==> src/rtl/wire_sensor_debouncer.sv <==
// wire_sensor_debouncer
// Synchronizes the raw wire-sensor line and accepts a level change only after
// the synchronized sample has stayed at the new value for DEBOUNCE_CYCLES
// consecutive clocks. Produces a clean level, one-cycle rise/fall pulses, a
// "qualifying" indicator and a saturating count of aborted qualifications.
module wire_sensor_debouncer #(
  parameter int   SYNC_STAGES     = 2,
  parameter int   DEBOUNCE_CYCLES = 200,
  parameter int   CNT_W           = 16,
  parameter int   BOUNCE_W        = 8,
  parameter logic INIT_LEVEL      = 1'b0
) (
  input  logic                clk,
  input  logic                rst,
  input  logic                enable,
  input  logic                clear_stats,
  input  logic                sensor_async,
  output logic                sensor_level,
  output logic                rise_pulse,
  output logic                fall_pulse,
  output logic                qualifying,
  output logic [BOUNCE_W-1:0] bounce_count
);

  typedef enum logic [1:0] {
    ST_STABLE_LOW,
    ST_QUAL_HIGH,
    ST_STABLE_HIGH,
    ST_QUAL_LOW
  } state_t;

  localparam logic [CNT_W-1:0]    DEB_TARGET = CNT_W'(DEBOUNCE_CYCLES);
  localparam logic [BOUNCE_W-1:0] BOUNCE_MAX = '1;
  localparam state_t              RST_STATE  = INIT_LEVEL ? ST_STABLE_HIGH : ST_STABLE_LOW;

  logic [SYNC_STAGES-1:0] r_sync;
  logic                   w_s;

  state_t                 r_state,  w_state_nxt;
  logic [CNT_W-1:0]       r_cnt,    w_cnt_nxt;
  logic                   r_level,  w_level_nxt;
  logic                   r_rise,   w_rise_nxt;
  logic                   r_fall,   w_fall_nxt;
  logic [BOUNCE_W-1:0]    r_bounce, w_bounce_nxt;
  logic                   w_abort;

  // Synchronizer chain: keeps running regardless of enable.
  // NOTE: sequential state uses non-blocking assignments so every flop samples
  // the pre-edge value of its neighbour; blocking here would collapse the chain.
  always_ff @(posedge clk or posedge rst) begin
    if (rst) r_sync <= {SYNC_STAGES{INIT_LEVEL}};
    else     r_sync <= {r_sync[SYNC_STAGES-2:0], sensor_async};
  end

  assign w_s = r_sync[SYNC_STAGES-1];

  // State and registered outputs.
  always_ff @(posedge clk or posedge rst) begin
    if (rst) begin
      r_state  <= RST_STATE;
      r_cnt    <= '0;
      r_level  <= INIT_LEVEL;
      r_rise   <= 1'b0;
      r_fall   <= 1'b0;
      r_bounce <= '0;
    end else begin
      r_state  <= w_state_nxt;
      r_cnt    <= w_cnt_nxt;
      r_level  <= w_level_nxt;
      r_rise   <= w_rise_nxt;
      r_fall   <= w_fall_nxt;
      r_bounce <= w_bounce_nxt;
    end
  end

  // Next-state, counter and pulse decisions, all from the last sync stage.
  // NOTE: every signal gets a default before the case so no path leaves one
  // unassigned, which would otherwise infer a latch.
  always_comb begin
    w_state_nxt = r_state;
    w_cnt_nxt   = r_cnt;
    w_level_nxt = r_level;
    w_rise_nxt  = 1'b0;
    w_fall_nxt  = 1'b0;
    w_abort     = 1'b0;

    unique case (r_state)
      ST_STABLE_LOW: begin
        if (enable && w_s) begin
          w_state_nxt = ST_QUAL_HIGH;
          w_cnt_nxt   = CNT_W'(1);
        end
      end
      ST_QUAL_HIGH: begin
        if (!enable) begin
          // Disable aborts silently: back to the level we still report.
          w_state_nxt = ST_STABLE_LOW;
          w_cnt_nxt   = '0;
        end else if (!w_s) begin
          w_state_nxt = ST_STABLE_LOW;
          w_cnt_nxt   = '0;
          w_abort     = 1'b1;
        end else if (r_cnt == DEB_TARGET) begin
          w_state_nxt = ST_STABLE_HIGH;
          w_cnt_nxt   = '0;
          w_level_nxt = 1'b1;
          w_rise_nxt  = 1'b1;
        end else begin
          w_cnt_nxt = r_cnt + CNT_W'(1);
        end
      end
      ST_STABLE_HIGH: begin
        if (enable && !w_s) begin
          w_state_nxt = ST_QUAL_LOW;
          w_cnt_nxt   = CNT_W'(1);
        end
      end
      ST_QUAL_LOW: begin
        if (!enable) begin
          w_state_nxt = ST_STABLE_HIGH;
          w_cnt_nxt   = '0;
        end else if (w_s) begin
          w_state_nxt = ST_STABLE_HIGH;
          w_cnt_nxt   = '0;
          w_abort     = 1'b1;
        end else if (r_cnt == DEB_TARGET) begin
          w_state_nxt = ST_STABLE_LOW;
          w_cnt_nxt   = '0;
          w_level_nxt = 1'b0;
          w_fall_nxt  = 1'b1;
        end else begin
          w_cnt_nxt = r_cnt + CNT_W'(1);
        end
      end
      default: begin
        w_state_nxt = RST_STATE;
        w_cnt_nxt   = '0;
      end
    endcase
  end

  // Bounce statistic: clear has priority over a coincident abort; saturates.
  always_comb begin
    w_bounce_nxt = r_bounce;
    if (clear_stats)                         w_bounce_nxt = '0;
    else if (w_abort && r_bounce != BOUNCE_MAX) w_bounce_nxt = r_bounce + BOUNCE_W'(1);
  end

  assign sensor_level = r_level;
  // A pulse registered on the last enabled edge must not leak into a disabled cycle.
  assign rise_pulse   = r_rise & enable;
  assign fall_pulse   = r_fall & enable;
  assign qualifying   = (r_state == ST_QUAL_HIGH) || (r_state == ST_QUAL_LOW);
  assign bounce_count = r_bounce;

endmodule
==> config.mk <==
export PLATFORM = sky130hd
export DESIGN_NAME = wire_sensor_debouncer
export DESIGN_NICKNAME = d
export VERILOG_FILES = /design/src/rtl/wire_sensor_debouncer.sv
export SDC_FILE = /design/constraint.sdc
export NUM_CORES = 1
export LEC_CHECK = 0
export BUFFER_PORTS_ARGS = -buffer_cell sky130_fd_sc_hd__buf_2
export CORE_MARGIN = 2
export CORE_UTILIZATION = 34
export CTS_CLUSTER_DIAMETER = 50
export DETAILED_ROUTE_END_ITERATION = 8
export PLACE_DENSITY = 0.48
export SKIP_CTS_REPAIR_TIMING = 1
export SLEW_MARGIN = 20
export SYNTH_ARGS = -nofsm -noshare
export SYNTH_HDL_FRONTEND = slang
export SYNTH_SLANG_ARGS = --single-unit
export TNS_END_PERCENT = 20
==> constraint.sdc <==
create_clock -name clk -period 3.29 [get_ports clk]
set_input_delay 0.4935 -clock clk [delete_from_list [all_inputs] [get_ports clk]]
set_output_delay 0.4935 -clock clk [all_outputs]
set_load 0.02 [all_outputs]
== Word-level counts from Yosys, hierarchy flattened ==
Index checks and enable logic that the tools add are counted.
Cells by class
  add/sub/neg operators: 2
  eq/ne operators: 15
  mux-type cells: 38
  bitwise logic cells: 2
  reductions and logical operators: 11
Operator list (count)
  16-bit two-way mux: 7
  16-bit one-hot mux with 4 select lines: 1
  1-bit two-way mux: 17
  16-bit by 1-bit adder with 16-bit output, second input constant: 1
  16-bit by 8-bit == test with 1-bit output, second input constant: 1
  2-bit two-way mux: 8
  8-bit two-way mux: 2
  2-bit != test, second input constant: 8
  8-bit by 1-bit adder with 8-bit output, second input constant: 1
  4-bit != test, second input constant: 2
  8-bit != test, second input constant: 1
  2-bit one-hot mux with 4 select lines: 1
  7-bit AND reduction: 1
  2-bit == test, second input constant: 2
  1-bit one-hot mux with 2 select lines: 2
  4-bit AND reduction: 1
  2-bit nonzero test: 2
  1-bit logical AND: 3
  1-bit AND: 2
  2-bit by 1-bit == test with 1-bit output, second input constant: 1
  2-bit zero test: 1
  2-bit AND reduction: 1
  1-bit zero test: 1
  1-bit logical OR: 1
Word-level totals
  register bits: 31
  bits of input ports: 5
  output and inout bits: 12
  logic and storage cells: 75

== Depth between registers and ports, before layout ==
  word-level depth: 6
  mapped depth: 8
  depth with buffers taken out: 7

== Worst setup path before layout ==
Ideal clock, no wire load.
  kind: register to register
  start: register r_cnt[0]
  end: register r_level (netlist: sensor_level)
  setup time: 0.125 ns
  arrival: 1.827 ns
  data required time: 3.165 ns
  slack: 1.338 ns
  stages on the path, launching flop included: 7
  buffers on the path: 0
  cells stage by stage: dfrtp_1 inv_1 ha_1 nor4b_1 nand4_1 nor4_1 mux2_2
On the way
  cells in the longest elaborated chain, start to end: 3
Ends and longest elaborated chain
  start, declared: line 40  | logic [CNT_W-1:0] r_cnt, w_cnt_nxt;
  start signal, assigned: line 68  | r_cnt <= w_cnt_nxt;
  16-bit by 8-bit == test with 1-bit output *: line 103, 126
  2-bit != test (no source line)
  7-bit AND reduction (no source line) *
  end signal, assigned: line 69  | r_level <= w_level_nxt;
  end, declared: line 41  | logic r_level, w_level_nxt;
Mark *: on every way between the ends. The rest lies on a longest branch, timed or not.
A chain may end at the register's enable or synchronous reset.

== Final worst setup path ==
  start: register r_state[0]
  end: register r_bounce[5] (netlist: bounce_count[5])
On the way
  cells in the longest elaborated chain, start to end: 4
Ends and longest elaborated chain
  start, declared: line 39  | state_t r_state, w_state_nxt;
  start signal, assigned: line 67  | r_state <= w_state_nxt;
  2-bit == test or 2-bit by 1-bit == test with 1-bit output (tied branches): line 87  | unique case (r_state)
  1-bit one-hot mux with 2 select lines *: line 87
  1-bit logical AND *: line 146  | else if (w_abort && r_bounce != BOUNCE_MAX) w_bounce_nxt = r_bounce + BOUNCE_W'(1);
  2-bit nonzero test (no source line) *
  end signal, assigned: line 72  | r_bounce <= w_bounce_nxt;
  end, declared: line 44  | logic [BOUNCE_W-1:0] r_bounce, w_bounce_nxt;
Marked as above.

==> flow_summary_export.csv <==
group,metric,value,unit
clock_tree,htree_levels,2,
timing,hold_viol,0,
logic_synthesis,synth_edf_count,0,
routing,dr.pass1.iters,4,
timing,fin_worst_skew,0.003662,ns
setup_path,worstPathArrival,2.46,ns
setup_path,critical_path.max_fanout,10,
routing,wl_met2,1.941,mm
clock_tree,cts_inserted_buffers,5,
global_routing,overflow,0,
logic_synthesis,syn-cell-area,1718,µm²
clock_tree,clock_latency,0.28,ns
logic_synthesis,netlist_instances,179,
setup_path,path_class,"reg -> reg",
routing,drt-initial-drc-count,76,
timing,setup_ws,1.003,ns
die,rows,25,
timing,worst_slew_pin_slew,0.7397,ns
cells_and_area,syn_to_final_growth,13.91,%
logic_synthesis,yosys.cell_count.top_type,"dfrtp_1",
routing,drc_errors,0,
cells_and_area,final_core_util,40.89,%
setup_path,rrSetupSlack,1.00,ns
routing,viasPerCell,5.511,
clock_tree,clkTransAtPathRegs,0.06,ns
run_status,status,"finished, final reports clean",
timing,drv_slew,0,
global_routing,antenna_found_initial,0,
routing,wl_met3,146,µm
timing,final.setup.tns,0,ns
place,finalWeightedCongestion,0.8602,
logic_synthesis,synthFlopType,"dfrtp_1",
clock_tree,cts.root.buffer_cell,"clkbuf_8",
job,maxCapViolations,0,
timing,finalSetupViolCount,0,
die,die_x,75.08,µm
die,coreArea,4786,µm²
logic_synthesis,seq_area_frac_synth,45.16,%
place,port_buffers,16,
logic_synthesis,yosys_warnings,0,
setup_path,reg2reg_depth,7,
cells_and_area,fill_cells,491,
setup_path,critPathLaunchType,"flip-flop",
logic_synthesis,synth_nets,188,
timing,slew_headroom,50.69,%
setup_path,worstReg2RegStart,"r_state[0]",
setup_path,timing.rr.end,"bounce_count[5]",
min_path,hold_class,"in -> async",
place,dp_hpwl,2.726,mm
logic_synthesis,synth_area_leaders,"dfrtp_1 45%, a31oi_1 4.4%, xnor2_1 4.1%",
die,die_area,5637,µm²
logic_synthesis,async_reset_ff_share,100.0,%
routing,via_count,1444,
pwr,powerDensity,553.9,nW/µm²
die,fp.dieH,75.08,µm
routing,drtAntennaViolNets,0,
die,start_util,35.90,%
timing,fmax,437.3,MHz
pwr,peakVddDrop,0.0002754,V
place,place_ws,1.027,ns
setup_path,worstPathRequired,3.46,ns
logic_synthesis,ys_ff_latch,31,
routing,drt_wl_total,3.942,mm
timing,timing.final.crit_share,69.50,%
logic_synthesis,synth_top_area_share,45.16,%
logic_synthesis,synth.avg_cell_area,9.597,µm²
timing,rsz0062_at_grt,"false",
setup_path,endpoint_kind,"flip-flop",
clock_tree,clock-sinks,31,
routing,wl_met1,1.775,mm
global_routing,grt_usage,16.45,%
cells_and_area,num_antenna_cells,0,
routing,wl_per_cell,15.05,µm
cells_and_area,nNetsFinal,203,
logic_synthesis,ys_top_cells_by_count,"31 x dfrtp_1, 16 x nor2_1, 15 x nand2_1",
pwr,p_leak,0.8200,nW
timing,period_needed,2.287,ns
clock_tree,clock_path_buffers,2,
cells_and_area,layout-drive-gt1-share,16.41,%
clock_tree,cts_tree,"done",
global_routing,grt_pass1_wl,6.948,mm
logic_synthesis,yosysTopAreaCell,"dfrtp_1",
die,num_io_pins,17,
logic_synthesis,synth_cell_types,42,
global_routing,grt_start_max_net_pins,32,
global_routing,first_global_vias,1407,
routing,dr.max_layer_used,"met4",
## layer usage
metal  up-vias  track usage [%]
li1        699                -
met1       708            21.11
met2        28            26.71
met3         9            4.016
met4         0            6.548
met5         -                0
## registers in the layout (all words and copies together) (netlist names)
| signal | cells |
|---|---|
| r_rise | 1 |
| sensor_level | 1 |
| bounce_count | 8 |
| r_cnt | 16 |
| r_fall | 1 |
| r_sync | 2 |
| r_state | 2 |
## per-stage QoR
| stage | hold slack [ns] | cells | power, W | cell area, µm² |
|---|---|---|---|---|
| 6_report | 0.2755 | 262 | 0.001084 | 1957 |
| 2_1_floorplan | 0.3312 | 179 | 0.0006921 | 1718 |
| 4_1_cts | 0.2859 | 262 | 0.001103 | 1957 |
| 5_1_grt | 0.2972 | 262 | 0.001171 | 1957 |
| 3_3_place_gp | 0.3431 | 254 | 0.0007609 | 1857 |
| 3_5_place_dp | 0.3426 | 254 | 0.0007633 | 1857 |
## critical path, cell delays in order (launching register included)
cell and delay, ns:
dfrtp_1 0.54, nand2_1 0.16, inv_1 0.07, ha_1 0.21
nand3b_1 0.30, a2111oi_0 0.65, xnor2_1 0.19, nor2_1 0.05
## power breakdown
group | internal, W | switching [W]
Sequential | 0.000421 | 0.0000650
Combinational | 0.0000983 | 0.000171
Clock | 0.000191 | 0.000138
## placed cells by master (no fill, tap or decap), types with 2 or more instances in the layout
master     netlist  routed
buf_2            2      16
mux2i_1          3       3
xnor2_1          8       8
nor2_1          16      16
and4_1           2       2
nand3_1          9       9
buf_4            0       2
a2111oi_0        2       2
nor4_1           5       5
o211ai_1         3       3
a31oi_1         12      12
ha_1             4       4
mux2_2           2       2
nand4_1          2       2
clkbuf_8         0       7
nand2_1         15      15
a21oi_1          5       5
nor3_1           6       6
dfrtp_1         31      31
o311a_1          4       4
or4_1            2       2
and2_1           4       4
a22o_1           3       3
inv_1            9       9
nor4b_1          2       2
a211oi_1         2       2
or3_1            3       3
## logic make-up (layout without fill, tap and decap cells)
kind of cell             after synthesis  count (layout)  synth area share, %
flip-flops                            31              31                45.16
buffers and inverters                 19              35                4.297
adder cells (fa/ha/maj)                4               4                2.913
XOR/XNOR                               9               9                4.589
AND/OR/NAND/NOR                       72              72                22.94
multiplexers                           5               5                3.059
AO/OA/AOI/OAI                         39              39                17.04
## worst max path at each step
stage          cells after the start        from              end  slack, ns
2_1_floorplan                      6    r_cnt[0]     sensor_level       1.34
3_3_place_gp                       7  r_state[0]  bounce_count[5]       1.07
3_5_place_dp                       7  r_state[0]  bounce_count[5]       1.03
4_1_cts                            7  r_state[0]  bounce_count[5]       1.01
5_1_grt                            7  r_state[0]  bounce_count[5]       0.75
6_report                           7  r_state[0]  bounce_count[5]       1.00
## layout make-up
cell class	count	area [µm²]	share of cell area [%]
Clock buffer	8	100.1	5.115
Inverter	9	33.78	1.726
Multi-Input combinational cell	129	868.3	44.37
Sequential cell	31	775.7	39.64
Tap cell	67	83.83	4.284
Timing Repair Buffer	18	95.09	4.859
(Power assumes the default switching activity.)
